## src/rtl/branch_resolve_unit_pkg.sv

```systemverilog
// -----------------------------------------------------------------------------
// branch_resolve_unit_pkg
// Shared definitions for the branch resolve unit:
//   - kind_e      : request kind encoding (branch / JAL / JALR / pass-through)
//   - F3_*        : branch condition codes carried in funct3
//   - BHT_RST_VAL : predictor counter value after reset (weakly not-taken)
//   - sat_step()  : 2-bit saturating counter step
// -----------------------------------------------------------------------------
package branch_resolve_unit_pkg;

    typedef enum logic [1:0] {
        KIND_BRANCH = 2'b00,
        KIND_JAL    = 2'b01,
        KIND_JALR   = 2'b10,
        KIND_NONE   = 2'b11
    } kind_e;

    localparam logic [2:0] F3_EQ  = 3'b000;
    localparam logic [2:0] F3_NE  = 3'b001;
    localparam logic [2:0] F3_LT  = 3'b100;
    localparam logic [2:0] F3_GE  = 3'b101;
    localparam logic [2:0] F3_LTU = 3'b110;
    localparam logic [2:0] F3_GEU = 3'b111;

    localparam logic [1:0] BHT_RST_VAL = 2'b01;

    // Move a 2-bit predictor counter one step towards taken/not-taken,
    // holding at the 0 and 3 bounds.
    function automatic logic [1:0] sat_step(input logic [1:0] ctr, input logic up);
        logic [1:0] res;
        res = ctr;
        if (up) begin
            if (ctr != 2'b11) res = ctr + 2'd1;
        end else begin
            if (ctr != 2'b00) res = ctr - 2'd1;
        end
        return res;
    endfunction

endpackage

```

## src/rtl/branch_resolve_unit_branch_cond.sv

```systemverilog
// -----------------------------------------------------------------------------
// branch_cond
// Combinational branch condition evaluator.
// Ports:
//   i_funct3  : condition code
//   i_rs1/2   : XLEN-bit operands
//   o_taken   : condition holds (0 for unsupported codes)
//   o_illegal : condition code 010/011 is not a valid branch
// -----------------------------------------------------------------------------
module branch_cond
    import branch_resolve_unit_pkg::*;
#(
    parameter int XLEN = 32
) (
    input  logic [2:0]      i_funct3,
    input  logic [XLEN-1:0] i_rs1,
    input  logic [XLEN-1:0] i_rs2,
    output logic            o_taken,
    output logic            o_illegal
);

    always_comb begin
        o_taken   = 1'b0;
        o_illegal = 1'b0;
        case (i_funct3)
            F3_EQ:   o_taken = (i_rs1 == i_rs2);
            F3_NE:   o_taken = (i_rs1 != i_rs2);
            F3_LT:   o_taken = ($signed(i_rs1) <  $signed(i_rs2));
            F3_GE:   o_taken = ($signed(i_rs1) >= $signed(i_rs2));
            F3_LTU:  o_taken = (i_rs1 <  i_rs2);
            F3_GEU:  o_taken = (i_rs1 >= i_rs2);
            default: o_illegal = 1'b1;
        endcase
    end

endmodule

```

## src/rtl/branch_resolve_unit.sv

```systemverilog
// -----------------------------------------------------------------------------
// branch_resolve_unit
// Resolves branch / JAL / JALR requests one cycle after acceptance, reports
// direction, target, redirect PC and misprediction, and trains a table of
// 2-bit saturating predictor counters indexed by PC.
// Ports:
//   clk, rst_n              : clock, synchronous active-low reset
//   in_valid/in_ready       : request handshake
//   in_kind, in_funct3      : request kind and branch condition
//   in_pc/rs1/rs2/imm       : PC, operands, sign-extended immediate
//   in_pred_taken/target    : front-end prediction to verify
//   flush                   : drop held result, block acceptance
//   lookup_pc/lookup_taken  : combinational predictor lookup
//   out_valid/out_ready     : result handshake
//   out_taken, out_mispredict, out_illegal, out_target, out_redirect_pc
// -----------------------------------------------------------------------------
module branch_resolve_unit
    import branch_resolve_unit_pkg::*;
#(
    parameter int XLEN      = 32,
    parameter int BHT_DEPTH = 16
) (
    input  logic            clk,
    input  logic            rst_n,
    input  logic            in_valid,
    output logic            in_ready,
    input  logic [1:0]      in_kind,
    input  logic [2:0]      in_funct3,
    input  logic [XLEN-1:0] in_pc,
    input  logic [XLEN-1:0] in_rs1,
    input  logic [XLEN-1:0] in_rs2,
    input  logic [XLEN-1:0] in_imm,
    input  logic            in_pred_taken,
    input  logic [XLEN-1:0] in_pred_target,
    input  logic            flush,
    input  logic [XLEN-1:0] lookup_pc,
    output logic            lookup_taken,
    output logic            out_valid,
    input  logic            out_ready,
    output logic            out_taken,
    output logic            out_mispredict,
    output logic            out_illegal,
    output logic [XLEN-1:0] out_target,
    output logic [XLEN-1:0] out_redirect_pc
);

    localparam int IDX_W = $clog2(BHT_DEPTH);

    kind_e            w_kind;
    logic             w_accept;
    logic             w_cond_taken;
    logic             w_cond_illegal;
    logic             w_taken;
    logic             w_illegal;
    logic             w_mispredict;
    logic [XLEN-1:0]  w_jalr_sum;
    logic [XLEN-1:0]  w_target;
    logic [XLEN-1:0]  w_seq_pc;
    logic [XLEN-1:0]  w_redirect;
    logic [IDX_W-1:0] w_upd_idx;
    logic [IDX_W-1:0] w_lkp_idx;
    logic             w_bht_we;
    logic [BHT_DEPTH-1:0] w_bht_msb;
    logic             w_unused;

    logic             r_out_valid;
    logic             r_out_taken;
    logic             r_out_mispredict;
    logic             r_out_illegal;
    logic [XLEN-1:0]  r_out_target;
    logic [XLEN-1:0]  r_out_redirect;

    assign w_kind = kind_e'(in_kind);

    branch_cond #(.XLEN(XLEN)) u_cond (
        .i_funct3  (in_funct3),
        .i_rs1     (in_rs1),
        .i_rs2     (in_rs2),
        .o_taken   (w_cond_taken),
        .o_illegal (w_cond_illegal)
    );

    assign w_jalr_sum = in_rs1 + in_imm;
    assign w_seq_pc   = in_pc + {{(XLEN-3){1'b0}}, 3'd4};

    always_comb begin
        w_taken   = 1'b0;
        w_illegal = 1'b0;
        w_target  = in_pc + in_imm;
        case (w_kind)
            KIND_BRANCH: begin
                w_taken   = w_cond_taken;
                w_illegal = w_cond_illegal;
            end
            KIND_JAL:  w_taken = 1'b1;
            KIND_JALR: begin
                w_taken  = 1'b1;
                w_target = {w_jalr_sum[XLEN-1:1], 1'b0};
            end
            default: ;
        endcase
    end

    assign w_redirect   = w_taken ? w_target : w_seq_pc;
    assign w_mispredict = (w_taken != in_pred_taken) |
                          (w_taken & (w_target != in_pred_target));

    // Holding reset low also holds off the producer.
    assign in_ready = rst_n & ~flush & (~r_out_valid | out_ready);
    assign w_accept = in_valid & in_ready;

    always_ff @(posedge clk) begin
        if (!rst_n) begin
            r_out_valid      <= 1'b0;
            r_out_taken      <= 1'b0;
            r_out_mispredict <= 1'b0;
            r_out_illegal    <= 1'b0;
            r_out_target     <= '0;
            r_out_redirect   <= '0;
        end else if (flush) begin
            r_out_valid <= 1'b0;
        end else if (w_accept) begin
            r_out_valid      <= 1'b1;
            r_out_taken      <= w_taken;
            r_out_mispredict <= w_mispredict;
            r_out_illegal    <= w_illegal;
            r_out_target     <= w_target;
            r_out_redirect   <= w_redirect;
        end else if (out_ready) begin
            r_out_valid <= 1'b0;
        end
    end

    assign out_valid       = r_out_valid;
    assign out_taken       = r_out_taken;
    assign out_mispredict  = r_out_mispredict;
    assign out_illegal     = r_out_illegal;
    assign out_target      = r_out_target;
    assign out_redirect_pc = r_out_redirect;

    // Predictor table: only legal conditional branches train it.
    assign w_upd_idx = in_pc[IDX_W+1:2];
    assign w_lkp_idx = lookup_pc[IDX_W+1:2];
    assign w_bht_we  = w_accept & (w_kind == KIND_BRANCH) & ~w_cond_illegal;

    generate
        for (genvar gi = 0; gi < BHT_DEPTH; gi++) begin : g_bht
            logic [1:0] r_ctr;
            always_ff @(posedge clk) begin
                if (!rst_n) begin
                    r_ctr <= BHT_RST_VAL;
                end else if (w_bht_we && (w_upd_idx == IDX_W'(gi))) begin
                    r_ctr <= sat_step(r_ctr, w_cond_taken);
                end
            end
            assign w_bht_msb[gi] = r_ctr[1];
        end
    endgenerate

    // Reads the registered counter, so a same-cycle update is not visible yet.
    assign lookup_taken = w_bht_msb[w_lkp_idx];

    assign w_unused = ^{lookup_pc[XLEN-1:IDX_W+2], lookup_pc[1:0], w_jalr_sum[0]};

endmodule

```

## config.mk

```make
export PLATFORM = sky130hd
export DESIGN_NAME = branch_resolve_unit
export DESIGN_NICKNAME = d
export VERILOG_FILES = /design/src/rtl/branch_resolve_unit_pkg.sv /design/src/rtl/branch_resolve_unit_branch_cond.sv /design/src/rtl/branch_resolve_unit.sv
export SDC_FILE = /design/constraint.sdc
export NUM_CORES = 1
export LEC_CHECK = 0
export CAP_MARGIN = 20
export CORE_UTILIZATION = 51
export CTS_BUF_LIST = sky130_fd_sc_hd__clkbuf_16
export DETAILED_ROUTE_END_ITERATION = 6
export HOLD_SLACK_MARGIN = 0.15
export MAX_ROUTING_LAYER = met4
export PLACE_DENSITY_LB_ADDON = 0.15
export REMOVE_ABC_BUFFERS = 1
export SLEW_MARGIN = 20
export SYNTH_ARGS = -nofsm -noshare
export SYNTH_HDL_FRONTEND = slang
export SYNTH_SLANG_ARGS = --single-unit
```

## constraint.sdc

```tcl
create_clock -name clk -period 4.6 [get_ports clk]
set_clock_uncertainty 0.2 [all_clocks]
set_input_delay 0.92 -clock clk [delete_from_list [all_inputs] [get_ports clk]]
set_output_delay 0.92 -clock clk [all_outputs]
set_load 0.05 [all_outputs]
```

==> impl_metrics.json, run 1 <==
{
  "numCtsBuffers": 9,
  "fin_crit_ps": 4590,
  "ys_seq_area_share_pct": 19.0,
  "internal_power_mw": 2.17,
  "r2r_setup_slack_ps": 2080,
  "ant_nets": 0,
  "final_cell_mix": "buf_4, clkdlybuf4s50_1, nand2_1",
  "row_count": 52,
  "dp_slack_ps": -551,
  "cts_num_sinks": 100,
  "worst_pin_slew_ps": 928,
  "grt_usage_pct": 36.0,
  "initial_core_util_pct": 52.1,
  "grt_pass1_vias": 11800,
  "p_seq_share_pct": 26.1,
  "maxSlewViolCount": 0,
  "min_path_type": "reg -> reg",
  "die_area_um2": 21300,
  "drc": 0,
  "num_vias": 12300,
  "timing_hold_violations_final": 0,
  "drtIter0Drc": 872,
  "cp.arrival_ps": 4670,
  "clockBufferDepth": 2,
  "cts_tree": "yes",
  "wl_um": 38800,
  "async_flop_share_pct": 0,
  "power.total_mw": 3.55,
  "layout_commonest_cell": "buf_4",
  "cp_max_fo": 4,
  "worst-endpoint-required_ps": 4680,
  "core_area_um2": 20200,
  "grt_overflow": 0,
  "syn_avg_cell_area_um2": 7.53,
  "start_kind": "input port",
  "grt_start_max_net_pins": 100,
  "swShare_pct": 38.9,
  "clkPwrFrac_pct": 21.1,
  "worstSkewPairLatency_ps": 350,
  "crit_buf_inv": 17,
  "ys_ff_latch": 100,
  "timing.critical_path.max_delay_family": "buffers and inverters",
  "antenna_cells": 0,
  "port_buffers": 244,
  "power.density_nw_per_um2": 228,
  "crit_top_cell": "buf_4",
  "critical_path_class": "in -> reg",
  "antenna_found_initial": 0,
  "synth_edf_count": 0,
  "placed_area_um2": 14800,
  "grt_first_pass_wirelength_um": 59700,
  "slowest_stage": "dlygate4sd2_1",
  "ios": 273,
  "drive_gt1_share_pct": 18.9,
  "place.detailed.hpwl_um": 30100,
  "fin_cells": 2107,
  "syn_area_um2": 10500,
  "slowest_delay_ps": 290,
  "crit_path_end_kind": "register",
  "relSlewSlack_pct": 38.1,
  "viasPerCell": 5.84,
  "wl_per_cell_um": 18.4,
  "final_design_area_no_fill_um2": 15600,
  "p_comb_share_pct": 52.8,
  "r2r_start": "out_valid$_SDFFE_PP0P_",
  "synth_cell_type_count": 90,
  "area_delta_synth_final_pct": 47.4,
  "r2r.worst_path.cells": 9,
  "nNetsFinal": 2137,
  "r2r_end": "g_bht[0].r_ctr[0]$_SDFFE_PN1P_",
  "drt-pass1-iter-count": 6,
  "min_path_cells": 2,
  "status": "complete, no violations",
  "power.switching_mw": 1.38,
  "place_congestion": 1.02,
  "cts_root_buf": "clkbuf_16",
  "synth-main-ff-cell": "dfxtp_1",
  "clk_pin_slew_ps": 80,
  "fmax_mhz": 218,
  "placedCellCount": 2071,
  "hold_path_startpoint": "out_redirect_pc[28]$_SDFFE_PN0P_",
  "setup_viol": 0,
  "die_h_um": 146,
  "h-tree-depth": 3,
  "hold_end": "out_redirect_pc[28]$_SDFFE_PN0P_",
  "nFillCells": 1503,
  "p_leak_nw": 6.87,
  "vdd_drop_max_mv": 0.200,
  "netlist_instances": 1401,
  "ys_warn_count": 0,
  "fp.dieW_um": 146,
  "maxCapViolations": 0,
  "layout_setup_ws_ps": 9.15,
  "fin_crit_sh_pct": 99.8
}
==> cells in the mapped netlist, types with 27 or more instances <==
cell / n / share of area [%]
a21oi_1: 106 / 5.0
xor2_1: 49 / 4.1
clkbuf_1: 59 / 2.1
dfxtp_1: 100 / 19
nand3_1: 44 / 2.1
xnor2_1: 65 / 5.4
a21o_1: 30 / 2.1
ha_1: 100 / 12
nand4_1: 27 / 1.6
inv_1: 56 / 2.0
nor2_1: 105 / 3.7
o211ai_1: 45 / 3.2
nand2_1: 195 / 6.9
a21boi_0: 37 / 2.6
o21ai_0: 73 / 3.5
==> worst max-delay path by stage <==
stage                    from                               to  slack [ps]  depth (start not counted)
finish              in_imm[5]  out_redirect_pc[6]$_SDFFE_PN0P_           9                         25
global route        in_imm[5]  out_redirect_pc[6]$_SDFFE_PN0P_         -80                         25
floorplan           in_rs2[7]      out_mispredict$_SDFFE_PN0P_       -2450                         14
detailed placement  in_imm[0]      out_mispredict$_SDFFE_PN0P_        -550                         15
global placement    in_imm[0]      out_mispredict$_SDFFE_PN0P_        -550                         15
CTS                  in_pc[4]      out_mispredict$_SDFFE_PN0P_           6                         15
==> through the flow <==
step	hold WS (ps)	setup TNS (ps)	util, %
2_1_floorplan	260	-84690	-
3_3_place_gp	252	-1560	73.2
3_5_place_dp	259	-3370	73.2
4_1_cts	268	0	75.7
5_1_grt	290	-124	76.9
6_report	267	0	76.9
==> cell families after synthesis <==
kind of cell             count (synthesis)  share of synthesized area, %
buffers and inverters                  129                          4.77
adder cells (fa/ha/maj)                102                          12.2
AO/OA/AOI/OAI                          437                          28.9
XOR/XNOR                               117                          10.1
multiplexers                            22                          2.97
AND/OR/NAND/NOR                        494                          22.0
flip-flops                             100                          19.0
==> per-layer routing <==
layer / vias to the layer above / wire (µm) / global-route usage, %
met5: - / 0 / -
li1: 5960 / - / -
met3: 112 / 2350 / 3.92
met1: 5722 / 15800 / 42.2
met2: 506 / 18800 / 62.0
met4: 0 / 1970 / 16.2
==> power groups by stage <==
stage                     Sequential, mW  Combinational [mW]  Clock [mW]
after floorplan                     1.05               0.823           0
after global placement             0.946                1.70           0
after detailed placement           0.947                1.73           0
after CTS                          0.927                1.80       0.751
after global routing               0.932                2.01       0.787
final                              0.928                1.87       0.749
==> worst register-to-register path: cells and delay by family (launching register included) <==
kind,cells,cell delay (ps)
compound gates,2,230
simple gates,7,1620
flops,1,310
==> flip-flops by register name, indices dropped and copies added (netlist names) <==
register,cells
out_mispredict,1
out_taken,1
g_bht.r_ctr,32
out_illegal,1
out_redirect_pc,32
out_target,32
out_valid,1
==> layout make-up <==
| type | instances | area [µm²] | area share, % |
|---|---|---|---|
| Clock buffer | 9 | 225 | 1.45 |
| Clock inverter | 7 | 65.1 | 0.418 |
| Inverter | 57 | 214 | 1.38 |
| Multi-Input combinational cell | 1172 | 8360 | 53.7 |
| Sequential cell | 100 | 2000 | 12.9 |
| Tap cell | 270 | 338 | 2.17 |
| Timing Repair Buffer | 492 | 4350 | 28.0 |
==> repair_timing <==
item,4_1_cts,5_1_grt
hold buffers,0,0
setup buffers,18,2
endpoints found under the setup margin,1,28
resized for setup,26,49
endpoints found under the hold margin,0,0
pin swaps,19,24
(Power assumes the default switching activity.)
==> run 2: changes to the inputs <==
--- a/config.mk
+++ b/config.mk
@@ -6,7 +6,7 @@
 export NUM_CORES = 1
 export LEC_CHECK = 0
 export CAP_MARGIN = 20
-export CORE_UTILIZATION = 51
+export CORE_UTILIZATION = 30
 export CTS_BUF_LIST = sky130_fd_sc_hd__clkbuf_16
 export DETAILED_ROUTE_END_ITERATION = 6
 export HOLD_SLACK_MARGIN = 0.15
==> run 2 against run 1 <==
Sequential power about the same. Total power increased by 4.3%. Highest routed layer unchanged. Via count decreased by 2.6%. Hold slack got worse by 1.0 ps. Register-to-register slack improved by 130 ps. First-iteration DRC count decreased by 35%. Cell count increased by 12%. Largest cell class unchanged. Routed wire length increased by 7.5%. Clock-buffer cell count unchanged. Non-clock buffer count increased by 62. Combinational power increased by 7%.
==> impl_metrics.json, run 2 (synthesis results as in run 1) <==
{
  "clk_pin_slew_ps": 70,
  "die_h_um": 190,
  "final_cell_mix": "buf_4, clkdlybuf4s50_1, nand2_1",
  "drc": 0,
  "maxSlewViolCount": 0,
  "setup_viol": 0,
  "viasPerCell": 5.09,
  "area_delta_synth_final_pct": 57.6,
  "min_path_type": "reg -> reg",
  "port_buffers": 244,
  "maxCapViolations": 0,
  "antenna_found_initial": 0,
  "antenna_cells": 0,
  "ios": 273,
  "h-tree-depth": 3,
  "grt_first_pass_wirelength_um": 64000,
  "worst_pin_slew_ps": 1010,
  "fp.dieW_um": 190,
  "grt_overflow": 0,
  "wl_um": 41800,
  "nNetsFinal": 2199,
  "wl_per_cell_um": 17.7,
  "place_congestion": 0.882,
  "r2r.worst_path.cells": 9,
  "timing_hold_violations_final": 0,
  "grt_usage_pct": 23.5,
  "cts_num_sinks": 100,
  "cp_max_fo": 6,
  "clockBufferDepth": 2,
  "grt_start_max_net_pins": 100,
  "relSlewSlack_pct": 33.0,
  "r2r_end": "g_bht[0].r_ctr[0]$_SDFFE_PN1P_",
  "final_design_area_no_fill_um2": 16600,
  "power.density_nw_per_um2": 223,
  "utilization_pct": 48.1,
  "whs_ps": 266,
  "start_kind": "input port",
  "cp.arrival_ps": 4510,
  "min_path_cells": 2,
  "p_leak_nw": 7.27,
  "power.total_mw": 3.71,
  "ant_nets": 0,
  "fin_crit_sh_pct": 97.2,
  "status": "complete, no violations",
  "placed_area_um2": 15400,
  "hold_end": "out_redirect_pc[25]$_SDFFE_PN0P_",
  "rsz0062_at_grt": "yes",
  "row_count": 68,
  "crit_path_end_kind": "register",
  "drt-pass1-iter-count": 5,
  "grt_pass1_vias": 11800,
  "fin_crit_ps": 4470,
  "numCtsBuffers": 9,
  "r2r_start": "out_valid$_SDFFE_PP0P_",
  "fmax_mhz": 224,
  "drive_gt1_share_pct": 23.5,
  "hold_path_startpoint": "out_redirect_pc[25]$_SDFFE_PN0P_",
  "vdd_drop_max_mv": 0.165,
  "layout_commonest_cell": "buf_4",
  "cts_tree": "yes",
  "cts_root_buf": "clkbuf_16",
  "num_vias": 12000,
  "tns_ps": 0,
  "fin_cells": 2354,
  "placedCellCount": 2306,
  "r2r_setup_slack_ps": 2210,
  "place.detailed.hpwl_um": 34000,
  "worstSkewPairLatency_ps": 360,
  "drtIter0Drc": 570,
  "worst-endpoint-required_ps": 4640,
  "dp_slack_ps": -708,
  "core_area_um2": 34500,
  "critical_path_class": "in -> reg",
  "initial_core_util_pct": 30.5,
  "layout_setup_ws_ps": 130,
  "die_area_um2": 35900
}
## run 2: cell types whose count changed in the layout (fill, tap and decap cells not counted), moves of 6 or more
cell and delta:
a21oi_2 +6, buf_6 +9, clkdlybuf4s50_1 -7, ha_4 +7, a21oi_1 -7, buf_4 +51
## run 2: area by class of cell
| type | instances | area (µm²) |
|---|---|---|
| fill | 3466 | 17900 |
| timing repair buffer | 554 | 4880 |
| clock buffer | 9 | 225 |
| multi-input combinational | 1172 | 8660 |
| clock inverter | 7 | 66.3 |
| tap | 455 | 569 |
| inverter | 57 | 218 |
| sequential | 100 | 2000 |
## run 2: where the power goes
part | switching (mW) | internal (mW) | leakage (nW)
Sequential | 0.0271 | 0.902 | 0.813
Combinational | 1.02 | 0.983 | 6.32
Clock | 0.393 | 0.381 | 0.142
## run 2: worst max path at each step
stage                     startpoint                           to  slack (ps)  cells past startpoint
after floorplan            in_rs2[7]  out_mispredict$_SDFFE_PN0P_       -2450                     14
after global placement     in_imm[0]  out_mispredict$_SDFFE_PN0P_        -700                     18
after detailed placement   in_imm[0]  out_mispredict$_SDFFE_PN0P_        -710                     18
after CTS                   in_pc[8]  out_mispredict$_SDFFE_PN0P_           5                     15
after global routing      in_kind[1]  out_mispredict$_SDFFE_PN0P_         -30                     16
final                     in_imm[10]  out_mispredict$_SDFFE_PN0P_         130                     14
## run 2: routing by layer
metal	vias up	part of all wire, %	routed length (µm)	GRT usage (%)
li1	6070	-	-	-
met1	5589	46	19100	29.4
met2	276	47	19700	39.5
met3	51	4.0	1660	2.67
met4	0	3.1	1300	7.10
met5	-	0	0	-
## run 2: what timing repair did
action                                  4_1_cts  5_1_grt
setup buffers                                19       14
pin swaps                                    29       44
hold buffers                                  0        0
endpoints found under the setup margin        2       34
gates resized for setup                      49       95
## run 2: worst max-delay path, stage by stage
cell and delay, ps:
clkdlybuf4s50_1 490, ha_1 470, a21oi_1 100, o21bai_1 300, o211ai_2 170, buf_4 170
a311o_1 330, nor4_4 330, o2111ai_2 190, a2111oi_2 350, buf_4 190, o2111ai_4 140
nor4_4 250, a21oi_1 90
==> run 3: changes to the inputs <==
--- a/config.mk
+++ b/config.mk
@@ -9,9 +9,8 @@
 export CORE_UTILIZATION = 30
 export CTS_BUF_LIST = sky130_fd_sc_hd__clkbuf_16
 export DETAILED_ROUTE_END_ITERATION = 6
-export HOLD_SLACK_MARGIN = 0.15
 export MAX_ROUTING_LAYER = met4
-export PLACE_DENSITY_LB_ADDON = 0.15
+export PLACE_DENSITY_LB_ADDON = 0.2
 export REMOVE_ABC_BUFFERS = 1
 export SLEW_MARGIN = 20
 export SYNTH_ARGS = -nofsm -noshare
==> run 3 against run 2 <==
Fmax grew 0.19%. Core utilization shrank 0.49 points. Sequential power is essentially flat. Flip-flop and latch count is the same. Clock power grew 11%. Hold slack lost 6.3 ps. Largest cell class unchanged.
==> impl_metrics.json, run 3 (synthesis results as in run 1) <==
{
  "slowest_stage": "or4b_2",
  "power.switching_mw": 1.40,
  "num_vias": 12000,
  "cp_max_fo": 7,
  "ios": 273,
  "grt_pass1_vias": 11900,
  "vdd_drop_max_mv": 0.196,
  "grt_overflow": 0,
  "row_count": 68,
  "fmax_mhz": 224,
  "whs_ps": 260,
  "r2r_setup_slack_ps": 2140,
  "fin_cells": 2363,
  "area_delta_synth_final_pct": 56.0,
  "maxSlewViolCount": 0,
  "grt_start_max_net_pins": 82,
  "viasPerCell": 5.09,
  "slowest_delay_ps": 620,
  "numCtsBuffers": 9,
  "timing.critical_path.max_delay_family": "compound AO/OA/AOI/OAI gates",
  "multi_input_area_um2": 8430,
  "r2r_end": "g_bht[0].r_ctr[1]$_SDFFE_PN0P_",
  "clkPwrFrac_pct": 22.9,
  "wl_um": 41500,
  "ant_nets": 0,
  "placed_area_um2": 15500,
  "power.density_nw_per_um2": 228,
  "cts_root_buf": "clkbuf_16",
  "crit_chain": "clkdlybuf4s50_1, ha_2, o21a_1, o21ai_0, a211o_1, a21oi_2, or4b_2, o211ai_1, xnor2_1, nand4_1, a2111oi_2, buf_4, o2111ai_4, nor4_2, a21oi_1",
  "relSlewSlack_pct": 59.6,
  "drive_gt1_share_pct": 22.1,
  "cts_tree": "yes",
  "drtIter0Drc": 735,
  "hold_end": "out_redirect_pc[30]$_SDFFE_PN0P_",
  "min_path_type": "reg -> reg",
  "r2r_start": "out_valid$_SDFFE_PP0P_",
  "rsz0062_at_grt": "yes",
  "placedCellCount": 2314,
  "cp.arrival_ps": 4510,
  "status": "complete, no violations",
  "nNetsFinal": 2205,
  "fp.dieW_um": 190,
  "clockBufferDepth": 2,
  "internal_power_mw": 2.35,
  "h-tree-depth": 3,
  "worst-endpoint-required_ps": 4650,
  "r2r.worst_path.cells": 9,
  "die_area_um2": 35900,
  "clk_pin_slew_ps": 80,
  "ff_latch_area_um2": 2000,
  "maxCapViolations": 0,
  "p_leak_nw": 7.28,
  "die_h_um": 190,
  "nFillCells": 3509,
  "hold_path_startpoint": "out_redirect_pc[30]$_SDFFE_PN0P_",
  "final_design_area_no_fill_um2": 16500,
  "port_buffers": 244,
  "place_congestion": 0.883,
  "p_comb_share_pct": 52.2,
  "antenna_found_initial": 2,
  "min_path_cells": 2,
  "crit_path_end_kind": "register",
  "wl_per_cell_um": 17.6,
  "drc": 0,
  "fin_crit_sh_pct": 97.0,
  "initial_core_util_pct": 30.5,
  "utilization_pct": 47.6,
  "worst_pin_slew_ps": 606,
  "fin_crit_ps": 4460,
  "start_kind": "input port",
  "grt_usage_pct": 23.8,
  "p_seq_share_pct": 24.8,
  "layout_commonest_cell": "buf_4",
  "grt_first_pass_wirelength_um": 64400,
  "crit_buf_inv": 2,
  "core_area_um2": 34500,
  "final_cell_mix": "buf_4, clkdlybuf4s50_1, nand2_1",
  "cts_num_sinks": 100,
  "place.detailed.hpwl_um": 34000,
  "drt-pass1-iter-count": 7,
  "setup_viol": 0,
  "timing_hold_violations_final": 0,
  "worstSkewPairLatency_ps": 360,
  "critical_path_class": "in -> reg",
  "swShare_pct": 37.4
}
[run 3: through the flow]
stage	TNS [ps]	worst slack [ps]	power, mW
CTS	0	0.283	3.73
global placement	-13830	-615	2.76
global route	-36.0	-36.0	3.97
detailed placement	-16310	-669	2.76
floorplan	-84690	-2450	1.87
finish	0	139	3.74
[run 3: power groups by stage]
stage / Sequential (mW) / Clock (mW) / Combinational (mW)
finish: 0.929 / 0.859 / 1.96
detailed placement: 0.948 / 0 / 1.82
CTS: 0.929 / 0.880 / 1.92
global route: 0.934 / 0.920 / 2.12
global placement: 0.948 / 0 / 1.81
floorplan: 1.05 / 0 / 0.823
[run 3: worst max path at each step]
stage          cells past startpoint  slack [ps]  startpoint                     endpoint
2_1_floorplan                     14       -2450   in_rs2[7]  out_mispredict$_SDFFE_PN0P_
5_1_grt                           15         -40    in_pc[9]  out_mispredict$_SDFFE_PN0P_
4_1_cts                           17         0.3   in_rs1[6]  out_mispredict$_SDFFE_PN0P_
3_3_place_gp                      18        -610   in_imm[0]  out_mispredict$_SDFFE_PN0P_
3_5_place_dp                      18        -670   in_imm[0]  out_mispredict$_SDFFE_PN0P_
6_report                          15         140    in_pc[9]  out_mispredict$_SDFFE_PN0P_
[run 3: area by class of cell]
class / count / share of cell area (%)
antenna: 3 / 0.0456
clock buffer: 9 / 1.37
clock inverter: 7 / 0.624
inverter: 57 / 1.30
multi-input combinational: 1172 / 51.2
sequential: 100 / 12.2
tap: 455 / 3.46
timing repair buffer: 560 / 29.8
[run 3: per-layer routing]
layer | track usage (%) | vias up | wire length (µm)
met4 | 6.20 | 0 | 1000
met2 | 40.4 | 316 | 19900
met3 | 4.24 | 44 | 2280
li1 | - | 6095 | -
met5 | - | - | 0
met1 | 28.8 | 5575 | 18300
[run 3: what timing repair did]
| action | 4_1_cts | 5_1_grt |
|---|---|---|
| setup buffers | 25 | 6 |
| resized for setup | 44 | 51 |
| pin swaps | 20 | 25 |
| setup endpoints to repair | 18 | 27 |
| hold buffers | 0 | 0 |
[run 3: worst reg2reg max path, stage by stage (launching register included)]
cell,delay (ps)
dfxtp_1,310
nor2b_1,140
nor2_1,200
nand2_2,100
nor2_1,410
nand2_1,190
nor3_1,430
nand2_1,110
a22oi_1,200
nor2b_1,60
